## config.mk

```make
export PLATFORM = sky130hd
export DESIGN_NAME = img_rect_gen
export DESIGN_NICKNAME = d
export VERILOG_FILES = /design/src/rtl/img_rect_gen.sv
export SDC_FILE = /design/constraint.sdc
export NUM_CORES = 1
export LEC_CHECK = 0
export CORE_MARGIN = 1.5
export CORE_UTILIZATION = 35
export CTS_CLUSTER_DIAMETER = 200
export DETAILED_ROUTE_END_ITERATION = 8
export PLACE_DENSITY = 0.6
export SLEW_MARGIN = 20
export SYNTH_ARGS = -nofsm -noshare
export SYNTH_HDL_FRONTEND = slang
export SYNTH_SLANG_ARGS = --single-unit
```

## constraint.sdc

```tcl
create_clock -name clk -period 3.75 [get_ports clk]
set_clock_uncertainty 0.05 [all_clocks]
set_input_delay 0.5625 -clock clk [delete_from_list [all_inputs] [get_ports clk]]
set_output_delay 0.5625 -clock clk [all_outputs]
set_load 0.1 [all_outputs]
```

## src/rtl/img_rect_gen.sv

```systemverilog
`default_nettype none
// ============================================================================
//  Module   : img_rect_gen
//  Purpose  : Raster-position pixel source for the VGA core. Colour comes from
//             programmable rectangles over a background, colour bars or a
//             checkerboard. Settings are double-buffered and are committed
//             only at frame boundaries.
//  Revision : 1.0  initial release
// ============================================================================
module img_rect_gen #(
    parameter int                  H_PIXELS   = 640,
    parameter int                  V_LINES    = 480,
    parameter int                  CH_W       = 1,
    parameter int                  NUM_RECTS  = 4,
    parameter logic [3*CH_W-1:0]   BG_COLOR   = {{CH_W{1'b1}}, {CH_W{1'b0}}, {CH_W{1'b1}}},
    parameter int                  CHECK_LOG2 = 4,
    localparam int                 X_W        = $clog2(H_PIXELS),
    localparam int                 Y_W        = $clog2(V_LINES),
    localparam int                 PIX_W      = 3 * CH_W,
    localparam int                 IDX_W      = (NUM_RECTS > 1) ? $clog2(NUM_RECTS) : 1
) (
    input  logic             clk,
    input  logic             reset,
    input  logic             i_fetch_next_pixel,
    input  logic             i_frame_start,
    input  logic             i_cfg_we,
    input  logic [IDX_W-1:0] i_cfg_idx,
    input  logic             i_cfg_en,
    input  logic [X_W-1:0]   i_cfg_x0,
    input  logic [X_W-1:0]   i_cfg_x1,
    input  logic [Y_W-1:0]   i_cfg_y0,
    input  logic [Y_W-1:0]   i_cfg_y1,
    input  logic [PIX_W-1:0] i_cfg_color,
    input  logic [1:0]       i_mode,
    output logic [PIX_W-1:0] o_pixel_rgb,
    output logic [X_W-1:0]   o_x,
    output logic [Y_W-1:0]   o_y,
    output logic             o_frame_done
);

    localparam int BAR_W = H_PIXELS / 8;
    localparam int BC_W  = (BAR_W > 1) ? $clog2(BAR_W) : 1;

    localparam logic [1:0] MODE_RECT  = 2'd0;
    localparam logic [1:0] MODE_BARS  = 2'd1;
    localparam logic [1:0] MODE_CHECK = 2'd2;

    typedef struct packed {
        logic             en;
        logic [X_W-1:0]   x0;
        logic [X_W-1:0]   x1;
        logic [Y_W-1:0]   y0;
        logic [Y_W-1:0]   y1;
        logic [PIX_W-1:0] color;
    } rect_t;

    logic [X_W-1:0]  x_q, x_d;
    logic [Y_W-1:0]  y_q, y_d;
    logic [2:0]      b_q, b_d;
    logic [BC_W-1:0] bcnt_q, bcnt_d;
    logic            done_q, done_d;
    logic [1:0]      mode_sh_q, mode_act_q;

    logic            w_last_x;
    logic            w_last_y;
    logic            w_commit;

    logic [NUM_RECTS-1:0]            w_hit;
    logic [NUM_RECTS-1:0][PIX_W-1:0] w_col;
    logic [PIX_W-1:0]                w_pix;

    assign w_last_x = (x_q == X_W'(H_PIXELS - 1));
    assign w_last_y = (y_q == Y_W'(V_LINES - 1));
    // Frame start always commits; otherwise only a fetch that wraps the frame does.
    assign w_commit = i_frame_start | (i_fetch_next_pixel & w_last_x & w_last_y);

    // Next raster position, bar counter and frame-done pulse; frame start beats fetch.
    always_comb begin
        x_d    = x_q;
        y_d    = y_q;
        b_d    = b_q;
        bcnt_d = bcnt_q;
        done_d = 1'b0;
        if (i_frame_start) begin
            x_d    = '0;
            y_d    = '0;
            b_d    = '0;
            bcnt_d = '0;
        end else if (i_fetch_next_pixel) begin
            if (w_last_x) begin
                x_d    = '0;
                b_d    = '0;
                bcnt_d = '0;
                y_d    = w_last_y ? '0 : y_q + 1'b1;
                done_d = w_last_y;
            end else begin
                x_d = x_q + 1'b1;
                if (bcnt_q == BC_W'(BAR_W - 1)) begin
                    bcnt_d = '0;
                    b_d    = b_q + 1'b1;
                end else begin
                    bcnt_d = bcnt_q + 1'b1;
                end
            end
        end
    end

    // Position state registers.
    always_ff @(posedge clk) begin
        if (reset) begin
            x_q    <= '0;
            y_q    <= '0;
            b_q    <= '0;
            bcnt_q <= '0;
            done_q <= 1'b0;
        end else begin
            x_q    <= x_d;
            y_q    <= y_d;
            b_q    <= b_d;
            bcnt_q <= bcnt_d;
            done_q <= done_d;
        end
    end

    // Mode shadow follows the input every cycle; active copy takes the pre-update shadow on commit.
    always_ff @(posedge clk) begin
        if (reset) begin
            mode_sh_q  <= MODE_RECT;
            mode_act_q <= MODE_RECT;
        end else begin
            mode_sh_q <= i_mode;
            if (w_commit) begin
                mode_act_q <= mode_sh_q;
            end
        end
    end

    generate
        for (genvar k = 0; k < NUM_RECTS; k++) begin : g_rect
            rect_t sh_q;
            rect_t act_q;
            logic  w_sel;

            assign w_sel = i_cfg_we && (i_cfg_idx == IDX_W'(k));

            // Shadow written by config port; active copies the old shadow on commit.
            always_ff @(posedge clk) begin
                if (reset) begin
                    sh_q  <= '0;
                    act_q <= '0;
                end else begin
                    if (w_commit) begin
                        act_q <= sh_q;
                    end
                    if (w_sel) begin
                        sh_q <= '{en: i_cfg_en, x0: i_cfg_x0, x1: i_cfg_x1,
                                  y0: i_cfg_y0, y1: i_cfg_y1, color: i_cfg_color};
                    end
                end
            end

            // Inverted bounds fail one of the compares, so they never hit.
            assign w_hit[k] = act_q.en &&
                              (x_q >= act_q.x0) && (x_q <= act_q.x1) &&
                              (y_q >= act_q.y0) && (y_q <= act_q.y1);
            assign w_col[k] = act_q.color;
        end
    endgenerate

    // Pixel colour from registered state only; scanning down makes the lowest hit index win.
    always_comb begin
        logic             rect_hit;
        logic [PIX_W-1:0] rect_col;
        logic [PIX_W-1:0] check_col;
        logic [PIX_W-1:0] bars_col;
        rect_hit  = 1'b0;
        rect_col  = '0;
        check_col = {PIX_W{x_q[CHECK_LOG2] ^ y_q[CHECK_LOG2]}};
        bars_col  = {{CH_W{b_q[2]}}, {CH_W{b_q[1]}}, {CH_W{b_q[0]}}};
        for (int k = NUM_RECTS - 1; k >= 0; k--) begin
            if (w_hit[k]) begin
                rect_hit = 1'b1;
                rect_col = w_col[k];
            end
        end
        case (mode_act_q)
            MODE_RECT:  w_pix = rect_hit ? rect_col : BG_COLOR;
            MODE_BARS:  w_pix = bars_col;
            MODE_CHECK: w_pix = check_col;
            default:    w_pix = rect_hit ? rect_col : check_col;
        endcase
    end

    assign o_pixel_rgb  = w_pix;
    assign o_x          = x_q;
    assign o_y          = y_q;
    assign o_frame_done = done_q;

endmodule
`default_nettype wire

```

Word-level counts from Yosys, hierarchy flattened

Index checks and enable logic that the tools add are counted.

Add/subtract/negate cells: 4
Order comparisons: 16
Equal/unequal tests: 8
Mux-type cells: 17
Bitwise logic cells: 6
Reductions and logical operators: 27

Operators with widths:

| kind                                                                  | count |
|---|---|
| 10-bit greater-or-equal comparator                                    | 4 |
| 10-bit <= comparator                                                  | 4 |
| 9-bit greater-or-equal comparator                                     | 4 |
| 9-bit <= comparator                                                   | 4 |
| 3-bit 2-to-1 mux                                                      | 8 |
| 1-bit logical AND                                                     | 20 |
| 7-bit 2-to-1 mux                                                      | 2 |
| 10-bit by 1-bit adder with 10-bit output, second input constant       | 1 |
| 10-bit equality test, second input constant                           | 1 |
| 10-bit 2-to-1 mux                                                     | 1 |
| 9-bit by 1-bit adder with 9-bit output, second input constant         | 1 |
| 9-bit equality test, second input constant                            | 1 |
| 9-bit 2-to-1 mux                                                      | 1 |
| 3-bit one-hot mux with 3 select lines                                 | 1 |
| 7-bit by 1-bit adder with 7-bit output, second input constant         | 1 |
| 7-bit equality test, second input constant                            | 1 |
| 2-bit equality test, second input constant                            | 3 |
| 2-bit by 1-bit equality test with 1-bit output, second input constant | 2 |
| 2-bit logical NOT                                                     | 2 |
| 1-bit 2-to-1 mux                                                      | 4 |
| 2-bit AND reduction                                                   | 2 |
| 4-bit OR reduction                                                    | 1 |
| 3-bit by 1-bit adder with 3-bit output, second input constant         | 1 |
| 1-bit bitwise AND                                                     | 2 |
| other kinds (5)                                                       | 6 |

Register bits after elaboration: 370
Input port bits: 51
Logic and storage cells: 133

Longest topological paths before layout

Gate-level depths: netlist of the first run.

Depth in word-level cells: 11
Depth in mapped cells: 12
Mapped depth without buffers: 11

Worst setup path before layout of the first run

No wires, ideal clock.

Path type: flip-flop to output port
Start point: reg x_q[0], in the netlist o_x[0]
End point: out o_pixel_rgb[0]
Data arrival time: 4.831 ns
Required time: 3.137 ns
Path slack: -1.694 ns
Stages on the path, launching flop included: 12
Cells stage by stage: dfxtp_1 inv_1 ha_1 nor2b_1 o21ai_1 a41oi_1 or4_1 a211o_1 mux2_4 o2111ai_2 o21ai_0 a21oi_1

Cells in the longest elaborated chain, start to end: 11
Elaborated cells between the ends (all ways): 35
Those cells by class: order compare: 8; mux: 11; reduce/logical: 16

Ends and longest elaborated chain:

| what                                                               | line     | source |
|---|---|---|
| start: declaration                                                 | 57       | `logic [X_W-1:0] x_q, x_d;` |
| start signal: assignment                                           | 111      | `x_q <= '0;` |
| start signal: assignment                                           | 117      | `x_q <= x_d;` |
| 10-bit greater-or-equal comparator                                 | 164      | `(x_q >= act_q.x0) && (x_q <= act_q.x1) &&` |
| 1-bit logical AND                                                  | 163      | `assign w_hit[k] = act_q.en &&` |
| 1-bit logical AND (2 in series)                                    | 164      |  |
| 1-bit logical AND                                                  | 165      | `(y_q >= act_q.y0) && (y_q <= act_q.y1);` |
| 3-bit 2-to-1 mux or 1-bit 2-to-1 mux (tied branches) (4 in series) | 181      | `if (w_hit[k]) begin` |
| 3-bit 2-to-1 mux, on equally long branches                         | 190, 187 |  |
| 3-bit one-hot mux with 3 select lines *                            | 186      | `case (mode_act_q)` |
| end: declaration                                                   | 35       | `output logic [PIX_W-1:0] o_pixel_rgb,` |

Every way passes the cells marked *; elsewhere a longest branch is shown, timed or not.

Worst setup path after layout of the first run

Start point: reg y_q[0], in the netlist o_y[0]
End point: out o_pixel_rgb[0]

Cells in the longest elaborated chain, start to end: 9
Elaborated cells between the ends (all ways): 27
Those cells by class: order compare: 8; mux: 11; reduce/logical: 8

Ends and longest elaborated chain:

| what                                                               | line     | source |
|---|---|---|
| start: declaration                                                 | 58       | `logic [Y_W-1:0] y_q, y_d;` |
| start signal: assignment                                           | 118      | `y_q <= y_d;` |
| 9-bit greater-or-equal comparator                                  | 165      |  |
| 1-bit logical AND                                                  | 164      |  |
| 1-bit logical AND                                                  | 165      |  |
| 3-bit 2-to-1 mux or 1-bit 2-to-1 mux (tied branches) (4 in series) | 181      |  |
| 3-bit 2-to-1 mux, on equally long branches                         | 190, 187 |  |
| 3-bit one-hot mux with 3 select lines *                            | 186      |  |

Marked as above.

==> results of run 1 <==
[what timing repair did]
item                                   CTS  global route
endpoints found under the hold margin    0             0
gates cloned                             0             0
resized for setup                       17             5
setup buffers                            2             1
pin swaps                                9             5
setup endpoints to repair                3             3
[state kept, by name (all words and copies together) (netlist names)]
signal and count:
g_rect.act_q 168, g_rect.sh_q 168, o_x 10, o_y 9, bcnt_q 7, b_q 3, mode_act_q 2, mode_sh_q 2
o_frame_done 1
[cell usage after synthesis, types with 13 or more instances]
cell / count
nand2b_1: 14
dfxtp_1: 370
xor2_1: 18
o21ai_0: 21
ha_1: 156
inv_1: 149
o21a_1: 13
nor2_1: 44
clkbuf_1: 101
nand3_1: 18
nand2_1: 711
nand4_1: 25
nor3_1: 18
buf_2: 17
a21oi_1: 368
[layout make-up]
class | instances | area, um2 | share of cell area
antenna | 1 | 2.502 | 0.0001254
clock buffer | 59 | 1214 | 0.06082
clock inverter | 11 | 68.82 | 0.003449
inverter | 149 | 566.8 | 0.02840
multi-input combinational | 1542 | 8642 | 0.4331
sequential | 370 | 7446 | 0.3732
tap | 615 | 769.5 | 0.03856
timing repair buffer | 124 | 1245 | 0.06239
[where the power goes]
group | internal (mW) | leakage [nW] | switching (mW)
registers | 4.02 | 3.01 | 0.0482
logic | 0.217 | 3.57 | 0.421
clock network | 2.24 | 0.639 | 1.65
[layer usage]
metal / vias to the layer above / track usage / share of wire
li1: 7295 / - / -
met1: 6897 / 0.2655 / 0.46
met2: 304 / 0.3253 / 0.46
met3: 76 / 0.03293 / 0.049
met4: 0 / 0.07000 / 0.026
met5: - / 0 / 0
[metrics by stage]
stage / cells / power [mW]
global route: 2870 / 8.891
CTS: 2869 / 8.670
detailed placement: 2797 / 4.788
floorplan: 2183 / 4.511
global placement: 2797 / 4.778
finish: 2871 / 8.594
[tightest hold or removal path, delay by kind of cell, from the launching register on]
family,cells,cell delay (ns)
compound gates,1,0.05
flops,1,0.31
simple gates,1,0.06
[kinds of logic (layout without fill, tap and decap cells)]
group | after synthesis | in the layout | synth area share
mux | 2 | 2 | 0.001477
other cells | 0 | 1 | 0
buf+inv | 271 | 343 | 0.06173
simple gates | 873 | 873 | 0.2098
flops | 370 | 370 | 0.4372
xor+xnor | 24 | 24 | 0.01241
fa+ha+maj | 156 | 156 | 0.1152
compound gates | 487 | 487 | 0.1622
[how the worst max path moves through the flow]
stage | cells after the start | slack (ns) | to | startpoint
6_report | 13 | -0.36 | o_pixel_rgb[0] | o_y[0]
5_1_grt | 15 | -0.49 | o_pixel_rgb[1] | o_y[0]
4_1_cts | 13 | -0.35 | o_pixel_rgb[0] | o_y[0]
3_5_place_dp | 12 | 0.08 | o_pixel_rgb[0] | o_y[2]
3_3_place_gp | 12 | 0.10 | o_pixel_rgb[0] | o_y[6]
2_1_floorplan | 11 | -0.36 | o_pixel_rgb[1] | o_y[0]
==> flow_summary.yaml, run 1 <==
status:
  status: "finished, violations left"
  violations: "negative setup slack"
die:
  pin_count: 74
  fp.dieW_um: 223.0
  rows: 80
  dieArea_um2: 49740
  die_h_um: 223.0
  fp.coreArea_um2: 47750
  initial_core_util: 0.3549
detailed_routing:
  post-route-drc-count: 0
  vias_per_cell: 5.076
  vias: 14570
  initialDrtViolationCount: 997
  wl_per_cell_um: 17.46
  ant_nets: 0
  first_pass_iters: 5
  wl_um: 50120
worst_setup_path:
  crit_fanout: 4
  path_cells: "clkinvlp_4 > ha_1 > nand2b_1 > a211o_1 > a21oi_2 > or4_1 > a211o_1 > buf_6 > nand3b_1 > o2111ai_4 > a221oi_2 > a21oi_4 > buf_12"
  critical_path_class: "reg -> out"
  setup.worst_path.start_class: "flop"
  r2r_slack_ns: 0.84
  cp_num_buf_inv: 3
  slowest_delay_ns: 0.50
  cp_common_cell: "a211o_1"
  timing.rr.end: "g_rect[3].act_q[23]"
  rr_worst_depth: 9
  critPathRequiredTime_ns: 3.14
  critPathArrivalTime_ns: 3.50
  path_delay_family: "compound AO/OA/AOI/OAI gates"
  r2r-start: "o_y[0]"
  end_kind: "output port"
  slowest_stage: "or4_1"
timing:
  fin_hold_ws_ns: 0.3957
  finalHoldViolations: 0
  period_share: 1.097
  clock.fmax_mhz: 243.1
  drv_slew: 0
  min_period_ns: 4.113
  setup_slack_ns: -0.3632
  slew_headroom: 0.3450
  setup_viol: 3
  finalSetupTns_ns: -1.012
  rsz0062_at_grt: "yes"
  tightest_slew_ns: 0.9794
worst_hold_path:
  hold_class: "reg -> reg"
  hold_path.startpoint: "g_rect[0].sh_q[18]"
  min_to: "g_rect[0].act_q[18]"
  hold_depth: 2
logic_synthesis:
  synth-async-reset-ratio: 0
  yosysTopAreaCellShare: 0.4372
  syn_nets: 2390
  yosysWarnings: 0
  syn_avg_cell_area_um2: 7.762
  ys_seq_area_frac: 0.4372
  synthTopCellsByArea: "dfxtp_1 (44%), nand2_1 (16%), ha_1 (12%)"
  yosys.area.top_type: "dfxtp_1"
  synthesis.area_um2: 16940
  synth_edf_count: 0
  synth_cells: 2183
  synthDistinctLibCells: 64
  ys_ff_latch: 370
  synth-main-ff-cell: "dfxtp_1"
layout:
  postLayoutCoreUtil: 0.4179
  mostFrequentLayoutCells: "nand2_1 (711), a21oi_1 (365), dfxtp_1 (351)"
  areaGrowthSynthToFinish_pct: 17.77
  layout-drive-gt1-share: 0.08337
  fin_area_um2: 19950
  fill_cells: 4754
  num-nets-final: 2435
  layout_commonest_cell: "nand2_1"
place:
  pre_cts_ws_ns: 0.08112
  place_area_um2: 18550
  gp_congestion: 0.8996
  place.port_buffers: 73
  hpwl_um: 33920
clock_network:
  cts_sinks: 370
  cts_tree: "done"
  ctsHtreeMaxLevel: 2
  clk_pin_slew_ns: 0.06
  cts_buffers: 41
  insertion_delay_ns: 0.57
  ctsHoldBuffers: 0
  clockRootBuffer: "clkbuf_16"
  cts_buffer_depth: 3
global_routing:
  grt_overflow_total: 0
  grt_pass1_wl_um: 77670
  grt_max_degree: 136
  antenna_found_initial: 1
  grt_pass1_vias: 13740
  grt_use_total: 0.1992
power_and_ir_drop:
  max-vdd-ir-drop_v: 0.0002489
  leakagePower_nw: 7.219
  powerDensity_nw_per_um2: 430.7
job:
  maxCapViolations: 0
(Power assumes the default switching activity.)
==> run 2: changes to the inputs <==
- CAP_MARGIN: default -> 20
- SLEW_MARGIN: 20 -> 10
==> results of run 2 <==
The final DEF is identical to that of run 1; final timing and power are the same.
